==> src/rtl/vga_axil_bridge_pkg.sv <==
// Shared types and constants for the AXI4-Lite to vga_top strobe bridge.
package vga_axil_pkg;

   localparam int unsigned VGA_ADDR_W = 15;
   localparam int unsigned VGA_DATA_W = 32;

   localparam logic [1:0] AXI_RESP_OKAY = 2'b00;

   typedef enum logic [2:0] {
      ST_IDLE,
      ST_WRITE,
      ST_WRESP,
      ST_RREQ,
      ST_RWAIT,
      ST_RRESP
   } state_t;

endpackage

==> src/rtl/vga_axil_bridge_if.sv <==
// AXI4-Lite slave channels plus the vga_top strobe side, seen from the bridge (slave) or its peers (master).
interface vga_axil_bridge_if
   import vga_axil_pkg::*;
#(
   parameter int unsigned ADDR_W = VGA_ADDR_W,
   parameter int unsigned DATA_W = VGA_DATA_W
) ();

   localparam int unsigned STRB_W = DATA_W / 8;

   logic [ADDR_W-1:0] s_awaddr_i;
   logic              s_awvalid_i;
   logic              s_awready_o;
   logic [DATA_W-1:0] s_wdata_i;
   logic [STRB_W-1:0] s_wstrb_i;
   logic              s_wvalid_i;
   logic              s_wready_o;
   logic [1:0]        s_bresp_o;
   logic              s_bvalid_o;
   logic              s_bready_i;
   logic [ADDR_W-1:0] s_araddr_i;
   logic              s_arvalid_i;
   logic              s_arready_o;
   logic [DATA_W-1:0] s_rdata_o;
   logic [1:0]        s_rresp_o;
   logic              s_rvalid_o;
   logic              s_rready_i;

   logic [DATA_W-1:0] axil_wdata_o;
   logic [STRB_W-1:0] axil_wstrb_o;
   logic [ADDR_W-1:0] axil_waddr_o;
   logic              axil_wready_o;
   logic              axil_rreq_o;
   logic [ADDR_W-1:0] axil_raddr_o;
   logic [DATA_W-1:0] axil_rdata_i;

   modport slave (
      input  s_awaddr_i, s_awvalid_i, s_wdata_i, s_wstrb_i, s_wvalid_i, s_bready_i,
      input  s_araddr_i, s_arvalid_i, s_rready_i, axil_rdata_i,
      output s_awready_o, s_wready_o, s_bresp_o, s_bvalid_o, s_arready_o,
      output s_rdata_o, s_rresp_o, s_rvalid_o,
      output axil_wdata_o, axil_wstrb_o, axil_waddr_o, axil_wready_o, axil_rreq_o, axil_raddr_o
   );

   modport master (
      output s_awaddr_i, s_awvalid_i, s_wdata_i, s_wstrb_i, s_wvalid_i, s_bready_i,
      output s_araddr_i, s_arvalid_i, s_rready_i, axil_rdata_i,
      input  s_awready_o, s_wready_o, s_bresp_o, s_bvalid_o, s_arready_o,
      input  s_rdata_o, s_rresp_o, s_rvalid_o,
      input  axil_wdata_o, axil_wstrb_o, axil_waddr_o, axil_wready_o, axil_rreq_o, axil_raddr_o
   );

endinterface

==> src/rtl/vga_axil_bridge.sv <==
// AXI4-Lite slave to vga_top strobe bridge: one transaction in flight, round-robin
// between a fully held write and a pending read.
module vga_axil_bridge
   import vga_axil_pkg::*;
#(
   parameter int unsigned C_AXI_ADDR_WIDTH = VGA_ADDR_W,
   parameter int unsigned C_AXI_DATA_WIDTH = VGA_DATA_W,
   parameter int unsigned READ_LATENCY     = 1
) (
   input  logic              clk_i,
   input  logic              rstn_i,
   vga_axil_bridge_if.slave  bus
);

   localparam int unsigned STRB_W   = C_AXI_DATA_WIDTH / 8;
   localparam logic [2:0]  CNT_LAST = 3'(READ_LATENCY - 1);

   state_t                      r_state;
   state_t                      w_state_nxt;
   logic                        r_rdy_en;
   logic                        r_aw_full;
   logic                        r_w_full;
   logic                        r_last_wr;
   logic [C_AXI_ADDR_WIDTH-1:0] r_awaddr;
   logic [C_AXI_DATA_WIDTH-1:0] r_wdata;
   logic [STRB_W-1:0]           r_wstrb;
   logic [C_AXI_ADDR_WIDTH-1:0] r_raddr;
   logic [C_AXI_DATA_WIDTH-1:0] r_rdata;
   logic [2:0]                  r_cnt;

   logic w_idle;
   logic w_awready;
   logic w_wready;
   logic w_arready;
   logic w_aw_hs;
   logic w_w_hs;
   logic w_wr_elig;
   logic w_rd_elig;
   logic w_pick_wr;
   logic w_rd_cap;
   logic w_bvalid;
   logic w_rvalid;
   logic w_wstb;
   logic w_rreq;

   assign w_idle    = (r_state == ST_IDLE);
   assign w_awready = r_rdy_en & w_idle & ~r_aw_full;
   assign w_wready  = r_rdy_en & w_idle & ~r_w_full;
   assign w_aw_hs   = bus.s_awvalid_i & w_awready;
   assign w_w_hs    = bus.s_wvalid_i & w_wready;
   assign w_wr_elig = (r_aw_full | w_aw_hs) & (r_w_full | w_w_hs);
   // ARREADY is withheld when the write owns this arbitration slot, so an AR is never accepted and then dropped
   assign w_arready = r_rdy_en & w_idle & ~(w_wr_elig & ~r_last_wr);
   assign w_rd_elig = bus.s_arvalid_i & w_arready;
   assign w_pick_wr = w_idle & w_wr_elig & ~w_rd_elig;

   always_ff @(posedge clk_i or negedge rstn_i) begin
      if (!rstn_i) begin
         r_state <= ST_IDLE;
      end else begin
         r_state <= w_state_nxt;
      end
   end

   always_comb begin
      w_state_nxt = r_state;
      w_rd_cap    = 1'b0;
      w_bvalid    = 1'b0;
      w_rvalid    = 1'b0;
      w_wstb      = 1'b0;
      w_rreq      = 1'b0;
      unique case (r_state)
         ST_IDLE: begin
            if (w_rd_elig) begin
               w_state_nxt = ST_RREQ;
            end else if (w_pick_wr) begin
               w_state_nxt = ST_WRITE;
            end
         end
         ST_WRITE: begin
            w_wstb      = 1'b1;
            w_state_nxt = ST_WRESP;
         end
         ST_WRESP: begin
            w_bvalid = 1'b1;
            if (bus.s_bready_i) w_state_nxt = ST_IDLE;
         end
         ST_RREQ: begin
            w_rreq = 1'b1;
            if (READ_LATENCY <= 1) begin
               w_rd_cap    = 1'b1;
               w_state_nxt = ST_RRESP;
            end else begin
               w_state_nxt = ST_RWAIT;
            end
         end
         ST_RWAIT: begin
            w_rreq = 1'b1;
            if (r_cnt == CNT_LAST) begin
               w_rd_cap    = 1'b1;
               w_state_nxt = ST_RRESP;
            end
         end
         ST_RRESP: begin
            w_rvalid = 1'b1;
            if (bus.s_rready_i) w_state_nxt = ST_IDLE;
         end
         default: w_state_nxt = ST_IDLE;
      endcase
   end

   always_ff @(posedge clk_i or negedge rstn_i) begin
      if (!rstn_i) begin
         r_rdy_en  <= 1'b0;
         r_aw_full <= 1'b0;
         r_w_full  <= 1'b0;
         r_last_wr <= 1'b0;
         r_awaddr  <= '0;
         r_wdata   <= '0;
         r_wstrb   <= '0;
         r_raddr   <= '0;
         r_rdata   <= '0;
         r_cnt     <= '0;
      end else begin
         r_rdy_en <= 1'b1;
         if (w_aw_hs) begin
            r_aw_full <= 1'b1;
            r_awaddr  <= bus.s_awaddr_i;
         end
         if (w_w_hs) begin
            r_w_full <= 1'b1;
            r_wdata  <= bus.s_wdata_i;
            r_wstrb  <= bus.s_wstrb_i;
         end
         // Payload stays on the vga_top outputs after the strobe; only the full flags are released
         if (r_state == ST_WRITE) begin
            r_aw_full <= 1'b0;
            r_w_full  <= 1'b0;
         end
         if (w_pick_wr) begin
            r_last_wr <= 1'b1;
         end else if (w_rd_elig) begin
            r_last_wr <= 1'b0;
         end
         if (w_rd_elig) r_raddr <= bus.s_araddr_i;
         if (r_state == ST_RREQ) begin
            r_cnt <= 3'd1;
         end else if (r_state == ST_RWAIT) begin
            r_cnt <= r_cnt + 3'd1;
         end
         if (w_rd_cap) r_rdata <= bus.axil_rdata_i;
      end
   end

   assign bus.s_awready_o   = w_awready;
   assign bus.s_wready_o    = w_wready;
   assign bus.s_arready_o   = w_arready;
   assign bus.s_bvalid_o    = w_bvalid;
   assign bus.s_bresp_o     = AXI_RESP_OKAY;
   assign bus.s_rvalid_o    = w_rvalid;
   assign bus.s_rresp_o     = AXI_RESP_OKAY;
   assign bus.s_rdata_o     = r_rdata;
   assign bus.axil_wdata_o  = r_wdata;
   assign bus.axil_wstrb_o  = r_wstrb;
   assign bus.axil_waddr_o  = r_awaddr;
   assign bus.axil_wready_o = w_wstb;
   assign bus.axil_rreq_o   = w_rreq;
   assign bus.axil_raddr_o  = r_raddr;

endmodule

==> src/flat_wrapper.sv <==
// flat-port wrapper written by rule: the top's interface ports become plain ports
module vga_axil_bridge_flat import vga_axil_pkg::*;
#(
   parameter int unsigned C_AXI_ADDR_WIDTH = VGA_ADDR_W,
   parameter int unsigned C_AXI_DATA_WIDTH = VGA_DATA_W,
   parameter int unsigned READ_LATENCY     = 1
)
  (clk_i, rstn_i, bus_s_awaddr_i, bus_s_awvalid_i, bus_s_wdata_i, bus_s_wstrb_i, bus_s_wvalid_i, bus_s_bready_i, bus_s_araddr_i, bus_s_arvalid_i, bus_s_rready_i, bus_axil_rdata_i, bus_s_awready_o, bus_s_wready_o, bus_s_bresp_o, bus_s_bvalid_o, bus_s_arready_o, bus_s_rdata_o, bus_s_rresp_o, bus_s_rvalid_o, bus_axil_wdata_o, bus_axil_wstrb_o, bus_axil_waddr_o, bus_axil_wready_o, bus_axil_rreq_o, bus_axil_raddr_o);
  vga_axil_bridge_if #(.ADDR_W((15)), .DATA_W((32))) bus_i ();
  input  logic clk_i;
  input  logic rstn_i;
  input wire logic [$bits(bus_i.s_awaddr_i)-1:0] bus_s_awaddr_i;
  input wire logic [$bits(bus_i.s_awvalid_i)-1:0] bus_s_awvalid_i;
  input wire logic [$bits(bus_i.s_wdata_i)-1:0] bus_s_wdata_i;
  input wire logic [$bits(bus_i.s_wstrb_i)-1:0] bus_s_wstrb_i;
  input wire logic [$bits(bus_i.s_wvalid_i)-1:0] bus_s_wvalid_i;
  input wire logic [$bits(bus_i.s_bready_i)-1:0] bus_s_bready_i;
  input wire logic [$bits(bus_i.s_araddr_i)-1:0] bus_s_araddr_i;
  input wire logic [$bits(bus_i.s_arvalid_i)-1:0] bus_s_arvalid_i;
  input wire logic [$bits(bus_i.s_rready_i)-1:0] bus_s_rready_i;
  input wire logic [$bits(bus_i.axil_rdata_i)-1:0] bus_axil_rdata_i;
  output wire logic [$bits(bus_i.s_awready_o)-1:0] bus_s_awready_o;
  output wire logic [$bits(bus_i.s_wready_o)-1:0] bus_s_wready_o;
  output wire logic [$bits(bus_i.s_bresp_o)-1:0] bus_s_bresp_o;
  output wire logic [$bits(bus_i.s_bvalid_o)-1:0] bus_s_bvalid_o;
  output wire logic [$bits(bus_i.s_arready_o)-1:0] bus_s_arready_o;
  output wire logic [$bits(bus_i.s_rdata_o)-1:0] bus_s_rdata_o;
  output wire logic [$bits(bus_i.s_rresp_o)-1:0] bus_s_rresp_o;
  output wire logic [$bits(bus_i.s_rvalid_o)-1:0] bus_s_rvalid_o;
  output wire logic [$bits(bus_i.axil_wdata_o)-1:0] bus_axil_wdata_o;
  output wire logic [$bits(bus_i.axil_wstrb_o)-1:0] bus_axil_wstrb_o;
  output wire logic [$bits(bus_i.axil_waddr_o)-1:0] bus_axil_waddr_o;
  output wire logic [$bits(bus_i.axil_wready_o)-1:0] bus_axil_wready_o;
  output wire logic [$bits(bus_i.axil_rreq_o)-1:0] bus_axil_rreq_o;
  output wire logic [$bits(bus_i.axil_raddr_o)-1:0] bus_axil_raddr_o;
  assign bus_i.s_awaddr_i = bus_s_awaddr_i;
  assign bus_i.s_awvalid_i = bus_s_awvalid_i;
  assign bus_i.s_wdata_i = bus_s_wdata_i;
  assign bus_i.s_wstrb_i = bus_s_wstrb_i;
  assign bus_i.s_wvalid_i = bus_s_wvalid_i;
  assign bus_i.s_bready_i = bus_s_bready_i;
  assign bus_i.s_araddr_i = bus_s_araddr_i;
  assign bus_i.s_arvalid_i = bus_s_arvalid_i;
  assign bus_i.s_rready_i = bus_s_rready_i;
  assign bus_i.axil_rdata_i = bus_axil_rdata_i;
  assign bus_s_awready_o = bus_i.s_awready_o;
  assign bus_s_wready_o = bus_i.s_wready_o;
  assign bus_s_bresp_o = bus_i.s_bresp_o;
  assign bus_s_bvalid_o = bus_i.s_bvalid_o;
  assign bus_s_arready_o = bus_i.s_arready_o;
  assign bus_s_rdata_o = bus_i.s_rdata_o;
  assign bus_s_rresp_o = bus_i.s_rresp_o;
  assign bus_s_rvalid_o = bus_i.s_rvalid_o;
  assign bus_axil_wdata_o = bus_i.axil_wdata_o;
  assign bus_axil_wstrb_o = bus_i.axil_wstrb_o;
  assign bus_axil_waddr_o = bus_i.axil_waddr_o;
  assign bus_axil_wready_o = bus_i.axil_wready_o;
  assign bus_axil_rreq_o = bus_i.axil_rreq_o;
  assign bus_axil_raddr_o = bus_i.axil_raddr_o;
  vga_axil_bridge #(.C_AXI_ADDR_WIDTH(C_AXI_ADDR_WIDTH), .C_AXI_DATA_WIDTH(C_AXI_DATA_WIDTH), .READ_LATENCY(READ_LATENCY)) u_core (.clk_i(clk_i), .rstn_i(rstn_i), .bus(bus_i));
endmodule
==> config.mk <==
export PLATFORM = sky130hd
export DESIGN_NAME = vga_axil_bridge_flat
export DESIGN_NICKNAME = d
export VERILOG_FILES = /design/src/rtl/vga_axil_bridge_pkg.sv /design/src/rtl/vga_axil_bridge_if.sv /design/src/rtl/vga_axil_bridge.sv /design/src/flat_wrapper.sv
export SDC_FILE = /design/constraint.sdc
export NUM_CORES = 1
export LEC_CHECK = 0
export ABC_AREA = 0
export CAP_MARGIN = 20
export CORE_MARGIN = 4
export CORE_UTILIZATION = 41
export CTS_CLUSTER_SIZE = 30
export DETAILED_ROUTE_END_ITERATION = 8
export HOLD_SLACK_MARGIN = 0.03
export PLACE_DENSITY = 0.89
export SYNTH_ARGS = -nofsm -noshare
export SYNTH_HDL_FRONTEND = slang
export SYNTH_SLANG_ARGS = --single-unit
==> constraint.sdc <==
create_clock -name clk_i -period 2 [get_ports clk_i]
set_input_delay 0.4 -clock clk_i [delete_from_list [all_inputs] [get_ports clk_i]]
set_output_delay 0.4 -clock clk_i [all_outputs]
set_load 0.01 [all_outputs]
==> impl_metrics.env, run 1 <==
export IMPL_avgSynthCellArea_um2=15.92
export IMPL_synthesis_area_um2=4393
export IMPL_cp_max_fo=36
export IMPL_ant_nets=0
export IMPL_root_buffer="clkbuf_8"
export IMPL_critPathLaunchType="flip-flop"
export IMPL_post_place_ws_ns=-0.1561
export IMPL_hold_class="in -> async"
export IMPL_avgRoutedWirePerCell_um=17.71
export IMPL_grt_start_max_net_pins=109
export IMPL_dp_hpwl_um=8535
export IMPL_min_period_ns=1.985
export IMPL_synthTopCellsByArea="dfrtp_1, mux2_2, mux2_4"
export IMPL_synthDominantAreaCellType="dfrtp_1"
export IMPL_sequentialPowerShare_pct=36.9
export IMPL_post_synth_inst_count=276
export IMPL_max_freq_ghz=0.5039
export IMPL_required_ns=2.24
export IMPL_layout_nets=618
export IMPL_async_reset_ff_share_pct=100.0
export IMPL_num_vias=3100
export IMPL_grt_pass1_vias=3517
export IMPL_p_per_area_nw_per_um2=1489
export IMPL_cellLeakagePower_nw=3.113
export IMPL_maxCapViolations=0
export IMPL_grt_first_pass_wirelength_um=18290
export IMPL_ys_seq_area_share_pct=61.52
export IMPL_gp_congestion=0.7947
export IMPL_initialDrtViolationCount=46
export IMPL_portBuffers=209
export IMPL_worst_clock_skew_ns=0.01180
export IMPL_finalNonFillerCells=652
export IMPL_postRouteWirelength_um=11550
export IMPL_synth_flop_cell="dfrtp_1"
export IMPL_layout_setup_ws_ns=0.01530
export IMPL_dpl_cell_count=630
export IMPL_slew_viol_final=0
export IMPL_ir_drop_mv=0.6857
export IMPL_cp_end_kind="flip-flop"
export IMPL_avgViaCountPerCell=4.755
export IMPL_path_class="reg -> reg"
export IMPL_layout_drive_gt1_share_pct=30.62
export IMPL_ctsHoldBuffers=0
export IMPL_p_sw_w=0.003195
export IMPL_cts_sink_count=108
export IMPL_cts_tree="yes"
export IMPL_relSlewSlack_pct=62.02
export IMPL_synth_edf_count=0
export IMPL_hold_ws_ns=0.1038
export IMPL_total_power_w=0.01049
export IMPL_rsz0062_at_grt="yes"
export IMPL_cts_buffers=9
export IMPL_track_usage_pct=18.36
export IMPL_insertion_delay_ns=0.37
export IMPL_synth_top_cell_area_share_pct=61.52
export IMPL_first_pass_iters=4
export IMPL_std_cell_rows=37
export IMPL_core_area_um2=10370
export IMPL_syn_to_final_growth_pct=60.30
export IMPL_drc=0
export IMPL_die_area_um2=12430
export IMPL_synth_seq_cells=108
export IMPL_outcome="finished, final reports clean"
export IMPL_clockBufferDepth=2
export IMPL_grt_antenna_before_repair=0
export IMPL_initial_utilization_pct=42.36
export IMPL_clkPwrFrac_pct=13.0
export IMPL_setup_viol=0
export IMPL_yosysWarnings=0
export IMPL_die_w_um=111.5
export IMPL_antenna_cells=0
export IMPL_h_tree_depth=3
export IMPL_swShare_pct=30.46
export IMPL_arrival_ns=2.23
export IMPL_internal_power_w=0.007293
export IMPL_clkTransAtPathRegs_ns=0.10
export IMPL_die_y_um=111.5
export IMPL_power_frac_comb_pct=50.1
export IMPL_io_pins=214
export IMPL_fin_crit_sh_pct=99.23
export IMPL_max_slew_worst_pin_slew_ns=0.5697
export IMPL_synthDistinctLibCells=33
export IMPL_grt_overflow=0
export IMPL_finalHoldViolCount=0
worst max-delay path, cell delays in order (launching register included):
cell	delay (ns)
dfrtp_1	0.42
buf_6	0.13
nor4b_4	0.34
buf_4	0.19
buf_6	0.10
nand3b_1	0.12
buf_12	0.22
mux2_4	0.33
layer usage:
metal | wire length (um) | vias to the layer above | track usage [%] | part of all wire, %
met5 | 0 | - | 0 | 0
met4 | 232 | 0 | 6.326 | 2.0
met3 | 813 | 18 | 5.217 | 7.0
met2 | 6218 | 128 | 33.66 | 54
met1 | 4280 | 1527 | 20.36 | 37
li1 | - | 1427 | - | -
cell families (layout without fill, tap and decap cells):
logic type | count (synthesis) | after routing | synth area share, %
mux | 98 | 98 | 27.68
compound gates | 21 | 22 | 3.219
fa+ha+maj | 2 | 2 | 0.5695
simple gates | 26 | 26 | 3.987
flops | 108 | 108 | 61.52
other cells | 2 | 5 | 0.1710
buf+inv | 19 | 255 | 2.848
state kept, by name (all words and copies together) (netlist names):
signal / count
u_core.bus.axil_wdata_o: 32
u_core.bus.s_rdata_o: 32
u_core.bus.axil_raddr_o: 15
u_core.bus.axil_waddr_o: 15
u_core.bus.axil_wstrb_o: 4
u_core.r_cnt: 3
u_core.r_state: 3
u_core.r_aw_full: 1
u_core.r_last_wr: 1
u_core.r_rdy_en: 1
u_core.r_w_full: 1
cells in the mapped netlist (3+ instances only):
cell type  number
dfrtp_1       108
nor2_1          6
mux2_4         30
buf_4           7
buf_6           3
inv_1           3
o21ai_0         5
nand2_1         3
mux2_2         66
buf_2           4
nor2b_1         4
a21oi_1         8
power by group through the flow:
| stage | Sequential, W | Combinational [W] | Clock [W] |
|---|---|---|---|
| 2_1_floorplan | 0.00434 | 0.00179 | 0 |
| 3_5_place_dp | 0.00392 | 0.00522 | 0 |
| 5_1_grt | 0.00401 | 0.00557 | 0.00149 |
| 3_3_place_gp | 0.00383 | 0.00509 | 0 |
| 4_1_cts | 0.00387 | 0.00531 | 0.00140 |
| 6_report | 0.00387 | 0.00526 | 0.00136 |
final timing paths:
kind | startpoint | to | slack [ns] | depth (start not counted)
max reg2reg | u_core.r_state[2] | u_core.bus.axil_wdata_o[25] | 0.02 | 7
max in group asynchronous | rstn_i | u_core.r_state[0] | 1.44 | 2
min | rstn_i | u_core.bus.axil_wdata_o[29] | 0.10 | 2
min in group clk_i | u_core.bus.s_rdata_o[25] | u_core.bus.s_rdata_o[25] | 0.51 | 1
min reg2reg | u_core.bus.s_rdata_o[25] | u_core.bus.s_rdata_o[25] | 0.51 | 1
max | u_core.r_state[2] | u_core.bus.axil_wdata_o[25] | 0.02 | 7
stage by stage:
| stage | TNS, ns | instance area [um^2] | utilization, % |
|---|---|---|---|
| 2_1_floorplan | 0 | 4404 | - |
| 3_3_place_gp | -2.319 | 6773 | 65.31 |
| 3_5_place_dp | -4.751 | 6773 | 65.31 |
| 4_1_cts | 0 | 7023 | 67.72 |
| 5_1_grt | -2.226 | 7042 | 67.91 |
| 6_report | 0 | 7042 | 67.91 |
area by class of cell:
class | instances | area [um^2]
Timing Repair Buffer | 236 | 2332
Tap cell | 136 | 170.2
Clock buffer | 12 | 155.1
Clock inverter | 4 | 47.55
Inverter | 3 | 11.26
Sequential cell | 108 | 2704
Fill cell | 752 | 3328
Multi-Input combinational cell | 153 | 1622
cells in the final DEF (no fill, tap or decap), types with 3 or more instances in the layout:
master	instances
clkbuf_8	11
a21oi_1	8
buf_2	4
mux2_4	30
mux2_2	66
clkdlybuf4s50_1	201
conb_1	5
nor2_1	6
inv_1	3
o21ai_0	4
buf_4	20
buf_6	4
nand2_1	3
dfrtp_1	107
buf_12	4
what timing repair did:
item / 4_1_cts / 5_1_grt
gates cloned: 1 / 0
hold endpoints to repair: 0 / 0
pin swaps: 1 / 1
setup buffers: 4 / 1
gates resized for setup: 29 / 7
setup endpoints to repair: 39 / 42
No activity file was read; power rests on OpenSTA's default activity.
==> run 2, diff against run 1 <==
- ABC_AREA: 0 -> not set
==> results of run 2 <==
The final DEF is identical to that of run 1; final timing and power are the same.
